[src/rtl/voice_alloc.sv]
// voice_alloc: four-voice note allocator in front of four ADSR envelopes.
// Each voice is held (gate high), free (gate low and envelope idle) or releasing.
// A note-on goes to the lowest-index free voice. When every voice is held, the
// oldest held voice is stolen, and the note-on waits until that voice is free.
module voice_alloc #(
    parameter int NOTE_W = 7
) (
    input  logic                clk,
    input  logic                rst,
    input  logic                ev_valid,
    input  logic                ev_on,
    input  logic [NOTE_W-1:0]   ev_note,
    output logic                ev_ready,
    input  logic [3:0]          voice_idle,
    output logic [3:0]          trig,
    output logic [4*NOTE_W-1:0] voice_note,
    output logic                steal
);
    localparam int NV = 4;

    logic [NV-1:0]              trig_q, trig_d;
    logic [NV-1:0][NOTE_W-1:0]  note_q, note_d;
    logic [NV-1:0][1:0]         age_q, age_d;
    logic                       steal_q, steal_d;

    logic [NV-1:0] held, free_v, rel_v, note_hit;
    logic          any_hit, any_free, any_rel;
    logic [1:0]    free_idx, old_idx;
    logic [1:0]    old_age;
    logic          old_found;
    logic          accept;

    // Voice classification is derived from the gate and envelope flags every cycle, with no stored state.
    // The same block finds the lowest free voice and the oldest held voice.
    always_comb begin
        held      = trig_q;
        free_v    = ~trig_q & voice_idle;
        rel_v     = ~trig_q & ~voice_idle;
        note_hit  = '0;
        free_idx  = 2'd0;
        old_idx   = 2'd0;
        old_age   = 2'd0;
        old_found = 1'b0;
        for (int i = 0; i < NV; i++) begin
            note_hit[i] = trig_q[i] && (note_q[i] == ev_note);
        end
        for (int i = NV - 1; i >= 0; i--) begin
            if (free_v[i]) free_idx = 2'(i);
        end
        // A strict compare means that, among voices with equal age, the lowest index wins.
        for (int i = 0; i < NV; i++) begin
            if (held[i] && (!old_found || age_q[i] > old_age)) begin
                old_found = 1'b1;
                old_age   = age_q[i];
                old_idx   = 2'(i);
            end
        end
        any_hit  = |note_hit;
        any_free = |free_v;
        any_rel  = |rel_v;
    end

    // Acceptance. A note-off is always taken. A note-on is taken when it is already sounding or when a voice is free.
    assign ev_ready = !rst && (!ev_on || any_hit || any_free);
    assign accept   = ev_valid && ev_ready;

    // Next-state logic covers allocation, release and stealing.
    // A steal happens only when a note-on is blocked and nothing is already releasing.
    always_comb begin
        trig_d  = trig_q;
        note_d  = note_q;
        age_d   = age_q;
        steal_d = 1'b0;
        if (accept) begin
            if (!ev_on) begin
                trig_d = trig_q & ~note_hit;
            end else if (!any_hit) begin
                for (int i = 0; i < NV; i++) begin
                    if (held[i] && age_q[i] != 2'd3) age_d[i] = age_q[i] + 2'd1;
                end
                trig_d[free_idx] = 1'b1;
                note_d[free_idx] = ev_note;
                age_d[free_idx]  = 2'd0;
            end
        end else if (ev_valid && ev_on && !rst && !any_rel && old_found) begin
            trig_d[old_idx] = 1'b0;
            steal_d         = 1'b1;
        end
    end

    // State registers. Reset drops every gate at once.
    always_ff @(posedge clk) begin
        if (rst) begin
            trig_q  <= '0;
            note_q  <= '0;
            age_q   <= '0;
            steal_q <= 1'b0;
        end else begin
            trig_q  <= trig_d;
            note_q  <= note_d;
            age_q   <= age_d;
            steal_q <= steal_d;
        end
    end

    assign trig       = trig_q;
    assign voice_note = note_q;
    assign steal      = steal_q;

endmodule
[config.mk]
export PLATFORM = sky130hd
export DESIGN_NAME = voice_alloc
export DESIGN_NICKNAME = d
export VERILOG_FILES = /design/src/rtl/voice_alloc.sv
export SDC_FILE = /design/constraint.sdc
export NUM_CORES = 1
export LEC_CHECK = 0
export CAP_MARGIN = 10
export CORE_ASPECT_RATIO = 0.75
export CORE_UTILIZATION = 52
export CTS_CLUSTER_DIAMETER = 120
export DETAILED_ROUTE_END_ITERATION = 8
export PLACE_DENSITY = 0.8
export REMOVE_ABC_BUFFERS = 1
export SKIP_CTS_REPAIR_TIMING = 1
export SYNTH_ARGS = -nofsm -noshare
export SYNTH_HDL_FRONTEND = slang
export SYNTH_SLANG_ARGS = --single-unit
export TNS_END_PERCENT = 1
[constraint.sdc]
create_clock -name clk -period 5.3 [get_ports clk]
set_input_delay 1.325 -clock clk [delete_from_list [all_inputs] [get_ports clk]]
set_output_delay 1.325 -clock clk [all_outputs]
set_load 0.02 [all_outputs]
==> run summary, run 1 <==
Outcome
• result of the run: finished, final reports clean

Setup path
• buffers plus inverters on the worst setup path: 2
• endpoint required time on the critical path: 3.97 ns
• launching instance or port of the critical path: ev_note[2]
• most numerous cell on the critical path: clkdlybuf4s50_1
• cells along the critical path: clkdlybuf4s50_1, xor2_1, nor4_1, and4_4, a2111oi_4, a31oi_1, clkdlybuf4s50_1
• reg-to-reg critical path startpoint: trig[0]
• Critical-path top delay cell: clkdlybuf4s50_1
• peak per-stage delay on the critical path: 0.62 ns
• element type at the critical path start: input pin
• critical path capture point type: primary output
• critical path class: in -> out
• CP Data Arrival Time: 3.89 ns
• Worst path top cell family by delay: buffers and inverters
• worst-path maximum fanout: 8

Clock network
• worst-skew pair later-pin latency: 0.29 ns
• number of buffers added by the clock tree synthesis step: 5
• maximum number of buffers from clock root to sink: 2
• Num Clock Sinks: 41
• TritonCTS clock tree: yes
• # H-tree levels: 2
• clock input transition at the sequential cells of the worst setup and hold paths: 0.08 ns
• Clock Tree Root: clkbuf_8

Timing
• setup tns final: 0 ns
• Setup violations, final: 0
• min cycle time layout: 5.219 ns
• setup clock skew after layout: 0.006070 ns
• worst rel slew slack: 58.94%
• Final Hold Fails: 0
• setup repair after global routing missed its margin: no
• final critical-path share of the clock period: 98.47%
• transition time of the tightest slew-check pin: 0.6139 ns
• achievable frequency: 0.1916 GHz
• Max Transition Viols Final: 0

Flow run
• number of maximum-capacitance violations: 0

Power and ir drop
• Worst IR Drop VDD: 0.1240 mV
• PD cells: 197.3 nW/um^2
• leakage power summed over all cells: 1.298 nW

GRT
• initial antenna violation count: 0
• most congested layer reported by global routing: met2
• met2 layer usage reported by global route: 40.73%
• met3 track demand over resource: 4.380%
• GR met1 Demand/Resource: 36.13%
• wire length of the first global-routing pass: 9756 um
• number of global-route vias before repair: 2034
• total routing resource utilization after global routing: 25.70%
• pin count of the biggest net entering global routing: 44
• overflow left after global routing: 0

Yosys
• area share of the leading cell type in the synthesized netlist: 32.96%
• combined area of all synthesized cells: 2490 sq um
• average instance area after synthesis: 8.798 sq um
• Synth Warn #: 0
• Seq/Total Area, Yosys: 32.96%
• top cell type by total area after synthesis: dfxtp_1
• number of synthesized register bits: 41
• instance count of the mapped netlist: 283
• ranking of synthesized cells by area: dfxtp_1, mux2i_1, nor2_1
• Distinct cells, synth: 45

Min path
• path category of the worst min-delay check: reg -> reg
• HP Start: age_q[1]

Die
• number of top-level design ports: 49
• width of the chip: 81.90 um
• full die area: 5072 sq um
• initial core utilization: 55.09%
• area of the core: 4519 sq um
• overall die height: 61.93 um
• Placement Rows: 21

Drt
• detail-routed via count per cell: 5.831
• initial detailed-routing violation count: 212
• total routed wirelength: 6183 um
• detailed-route via count: 2245
• first-pass iteration count of the detailed router: 5
• Wirelength per Cell: 16.06 um
• remaining design rule violation count: 0
• count of nets left with antenna violations after detail routing: 0

Cells and area
• Filler Cell Count: 380
• fraction of layout cells with a size suffix above 1: 7.012%
• fin cells: 385
• count of inserted antenna diode cells: 0
• # nets final: 352
• area added between synthesis and finish: 23.42%

Placement
• placed wire-length estimate: 4526 um
• global placer's final weighted congestion: 0.8534
• number of placed cells counting well taps: 377
• count of buffers inserted at the top-level ports: 48

routing by layer:
layer / up-vias / share of wire, % / wire length (um)
met2: 94 / 44 / 2708
met5: - / 0 / 0
met3: 14 / 7.8 / 485
li1: 1074 / - / -
met4: 0 / 1.3 / 80
met1: 1063 / 47 / 2909
flip-flops by register name (all words and copies together), names as in the netlist:
| register | flops |
|---|---|
| age_q | 8 |
| steal | 1 |
| trig | 4 |
| voice_note | 28 |
worst min-delay path, stage by stage (launching register included):
cell and delay, ns:
dfxtp_1 0.33, nand2b_1 0.07, o2bb2ai_1 0.05
layout make-up:
class / instances / area, sq um / area share [%]
flip-flops and latches: 41 / 820.8 / 26.71
multi-input cells: 220 / 1554 / 50.57
clock buffers: 6 / 72.57 / 2.362
inverters: 5 / 18.77 / 0.6107
repair buffers: 54 / 525.5 / 17.10
well taps: 57 / 71.32 / 2.321
clock inverters: 2 / 10.01 / 0.3257
synthesized netlist by cell type, drive strengths merged:
cell,number
a41oi,1
and4,1
a21o,3
a21boi,1
xnor2,18
o31ai,5
nand2b,10
dfxtp,41
o21ai,10
o2bb2ai,6
nand3,4
nor4,2
inv,5
nor3b,3
or4,1
mux2i,28
nor3,4
nor4b,1
nor2b,11
o211a,1
and3,1
a31oi,3
a311o,1
nand4,6
clkbuf,8
mux2,2
a32oi,1
and2,3
ha,10
nand2,13
a21oi,11
a221oi,1
o22ai,1
buf,9
or3,4
xor2,10
nor2,42
a2111oi,1
final timing paths:
check                                 to  slack, ns  cells after the start
worst max-delay path            ev_ready       0.08                      7
worst min-delay path            age_q[1]       0.49                      2
worst max register to register   trig[1]       0.44                     19
worst min register to register  age_q[1]       0.49                      2
kinds of logic after synthesis:
logic type / Yosys count / share of synthesized area [%]
adder cells (fa/ha/maj): 10 / 5.025
multiplexers: 30 / 12.16
XOR/XNOR: 28 / 9.849
AO/OA/AOI/OAI: 46 / 13.02
AND/OR/NAND/NOR: 106 / 22.36
flip-flops: 41 / 32.96
buffers and inverters: 22 / 4.623
metrics by stage:
stage / setup WS, ns / cell area, sq um / total power [mW] / hold WS, ns / utilization (%)
after detailed placement: 0.1305 / 2990 / 0.4113 / 0.4873 / 66.17
final: 0.08120 / 3073 / 0.6061 / 0.4936 / 68.00
after global placement: 0.2647 / 2990 / 0.4090 / 0.4815 / 66.17
after floorplan: 1.071 / 2394 / 0.3675 / 0.4594 / -
after CTS: 0.1347 / 3073 / 0.6076 / 0.5013 / 68.00
after global routing: 0.06052 / 3073 / 0.6292 / 0.5408 / 68.00
cell usage in the layout (no fill, tap or decap), types with 2 or more instances in the layout:
master	count
clkdlybuf4s50_1	48
nor2_1	42
dfxtp_1	41
mux2i_1	28
xnor2_1	18
nand2_1	12
nor2b_1	11
a21oi_1	11
xor2_1	10
o21ai_0	10
nand2b_1	10
ha_1	10
o2bb2ai_1	6
buf_4	6
nand4_1	5
inv_1	5
o31ai_1	5
clkbuf_8	5
or3_1	4
nor3_1	4
a31oi_1	3
nand3_2	3
a21o_1	3
nor4_1	2
and2_1	2
mux2_2	2
nor3b_1	2
clkinv_2	2
power by group:
part,switching (mW),internal [mW]
clock,0.109,0.0914
combinational,0.0486,0.0397
sequential,0.00557,0.311
total,0.164,0.443
Note: power is estimated with default switching activity, not from simulation.
==> inputs of run 2 (changes only) <==
- CORE_UTILIZATION: 52 -> 56
- PLACE_DENSITY: 0.8 -> 0.86
- clock period: 5.3 -> 6.3 ns (I/O delays scaled with it)
==> run summary, run 2 (synthesis results as in run 1) <==
Placement
• global placer's final weighted congestion: 0.8601, was 0.8534
• number of placed cells counting well taps: 371, was 377
• dpl cell area: 2958 sq um, was 2990 sq um
• count of buffers inserted at the top-level ports: 48, unchanged
• placed wire-length estimate: 4383 um, was 4526 um
• Post-Place Worst Slack: 0.5227 ns, was 0.1305 ns

Timing
• setup repair after global routing missed its margin: no, unchanged
• Final Hold Fails: 0, unchanged
• worst hold margin: 0.4922 ns, was 0.4936 ns
• setup clock skew after layout: 0.003902 ns, was 0.006070 ns
• Setup violations, final: 0, unchanged
• worst rel slew slack: 55.33%, was 58.94%
• min cycle time layout: 5.785 ns
• setup tns final: 0 ns, unchanged
• final critical-path share of the clock period: 91.82%
• crit path setup slack, layout: 0.5152 ns, was 0.08120 ns
• Max Transition Viols Final: 0, unchanged
• transition time of the tightest slew-check pin: 0.6640 ns, was 0.6139 ns
• achievable frequency: 0.1729 GHz

Setup path
• Reg-to-Reg End: trig[1], unchanged
• critical path class: in -> out, unchanged
• critical path capture point type: primary output, unchanged
• cell depth of the worst flop-to-flop path: 19, unchanged
• worst-path maximum fanout: 8, unchanged
• reg-to-reg critical path startpoint: trig[0], unchanged
• CP Data Arrival Time: 4.21 ns, was 3.89 ns
• Reg2Reg Setup Slack: 1.52 ns, was 0.44 ns
• element type at the critical path start: input pin, unchanged
• endpoint required time on the critical path: 4.72 ns, was 3.97 ns

Drt
• total routed wirelength: 5891 um, was 6183 um
• first-pass iteration count of the detailed router: 4, was 5
• Wirelength per Cell: 15.54 um, was 16.06 um
• detailed-route via count: 2132, was 2245
• count of nets left with antenna violations after detail routing: 0, unchanged
• detail-routed via count per cell: 5.625, was 5.831
• remaining design rule violation count: 0, unchanged
• initial detailed-routing violation count: 158, was 212

Min path
• end of the worst hold path: age_q[1], unchanged
• path category of the worst min-delay check: reg -> reg, unchanged
• WHS Path Cells: 2, unchanged
• HP Start: age_q[1], unchanged

GRT
• pin count of the biggest net entering global routing: 44, unchanged
• total routing resource utilization after global routing: 26.60%, was 25.70%
• number of global-route vias before repair: 1947, was 2034
• wire length of the first global-routing pass: 9611 um, was 9756 um
• initial antenna violation count: 0, unchanged
• overflow left after global routing: 0, unchanged

Power and ir drop
• sum of internal, switching and leakage power: 0.5582 mW, was 0.6061 mW
• Worst IR Drop VDD: 0.1750 mV, was 0.1240 mV
• leakage power summed over all cells: 1.291 nW, was 1.298 nW
• PD cells: 181.6 nW/um^2, was 197.3 nW/um^2

Cells and area
• most common cell after layout, fill and taps aside: clkdlybuf4s50_1, unchanged
• commonest cells after routing, fill and taps aside: clkdlybuf4s50_1, nor2_1, dfxtp_1, unchanged
• flip-flop count of the largest register after layout: 28, unchanged
• fraction of layout cells with a size suffix above 1: 5.864%, was 7.012%
• # nets final: 348, was 352
• cell area after layout: 3074 sq um, was 3073 sq um
• area added between synthesis and finish: 23.47%, was 23.42%
• fin cells: 379, was 385
• Core Util, Final: 74.01%, was 68.00%
• count of inserted antenna diode cells: 0, unchanged

Die
• area of the core: 4154 sq um, was 4519 sq um
• full die area: 4720 sq um, was 5072 sq um
• width of the chip: 79.00 um, was 81.90 um
• overall die height: 59.75 um, was 61.93 um
• Placement Rows: 20, was 21
• initial core utilization: 59.94%, was 55.09%
• number of top-level design ports: 49, unchanged

Clock network
• Num Clock Sinks: 41, unchanged
• maximum number of buffers from clock root to sink: 2, unchanged
• # H-tree levels: 2, unchanged
• TritonCTS clock tree: yes, unchanged
• number of buffers added by the clock tree synthesis step: 5, unchanged
• clock input transition at the sequential cells of the worst setup and hold paths: 0.08 ns, about the same
• Clock Tree Root: clkbuf_8, unchanged
• worst-skew pair later-pin latency: 0.29 ns, about the same

Outcome
• result of the run: finished, final reports clean, unchanged

Flow run
• number of maximum-capacitance violations: 0, unchanged

run 2: cell count changes in the layout (fill, tap and decap cells not counted), sizes merged:
| cell | change |
|---|---|
| clkbuf | +1 |
| buf | -4 |
| clkinv | -2 |
| bufinv | +1 |
run 2: layout make-up:
| class | instances | area (sq um) |
|---|---|---|
| inverter | 5 | 18.77 |
| clock inverter | 1 | 30.03 |
| timing repair buffer | 50 | 495.5 |
| multi-input combinational | 220 | 1554 |
| tap | 55 | 68.82 |
| fill | 319 | 1080 |
| sequential | 41 | 820.8 |
| clock buffer | 7 | 86.33 |
run 2: routing by layer:
metal | vias to the layer above | share of wire (%) | GRT usage, %
li1 | 1063 | - | -
met1 | 981 | 48 | 37.37
met2 | 81 | 44 | 42.73
met3 | 7 | 7.8 | 4.580
met4 | 0 | 0.90 | 6.234
met5 | - | 0 | 0
run 2: worst max-delay path: stages:
cell and delay, ns:
clkdlybuf4s50_1 0.70, xnor2_1 0.17, nand4_1 0.11, nor4_1 0.62
a2111oi_4 0.16, a31oi_1 0.24, clkdlybuf4s50_1 0.64
run 2: power by group:
| group | internal (mW) | total [mW] | switching, mW | leakage [nW] |
|---|---|---|---|---|
| registers | 0.262 | 0.267 | 0.00469 | 0.331 |
| clock network | 0.129 | 0.219 | 0.0895 | 0.0585 |
| logic | 0.0325 | 0.0728 | 0.0403 | 0.902 |
| total | 0.424 | 0.558 | 0.134 | 1.29 |
run 2: worst max path at each step:
stage,end,cells past startpoint,from
finish,ev_ready,7,ev_note[4]
global route,ev_ready,7,ev_note[0]
CTS,ev_ready,7,ev_note[4]
detailed placement,ev_ready,7,ev_note[4]
global placement,ev_ready,7,ev_note[0]
floorplan,ev_ready,5,ev_note[4]
==> inputs of run 3 (changes only) <==
- CAP_MARGIN: 10 -> default
==> results of run 3 <==
No change in the layout: final DEF, timing and power equal those of run 2.
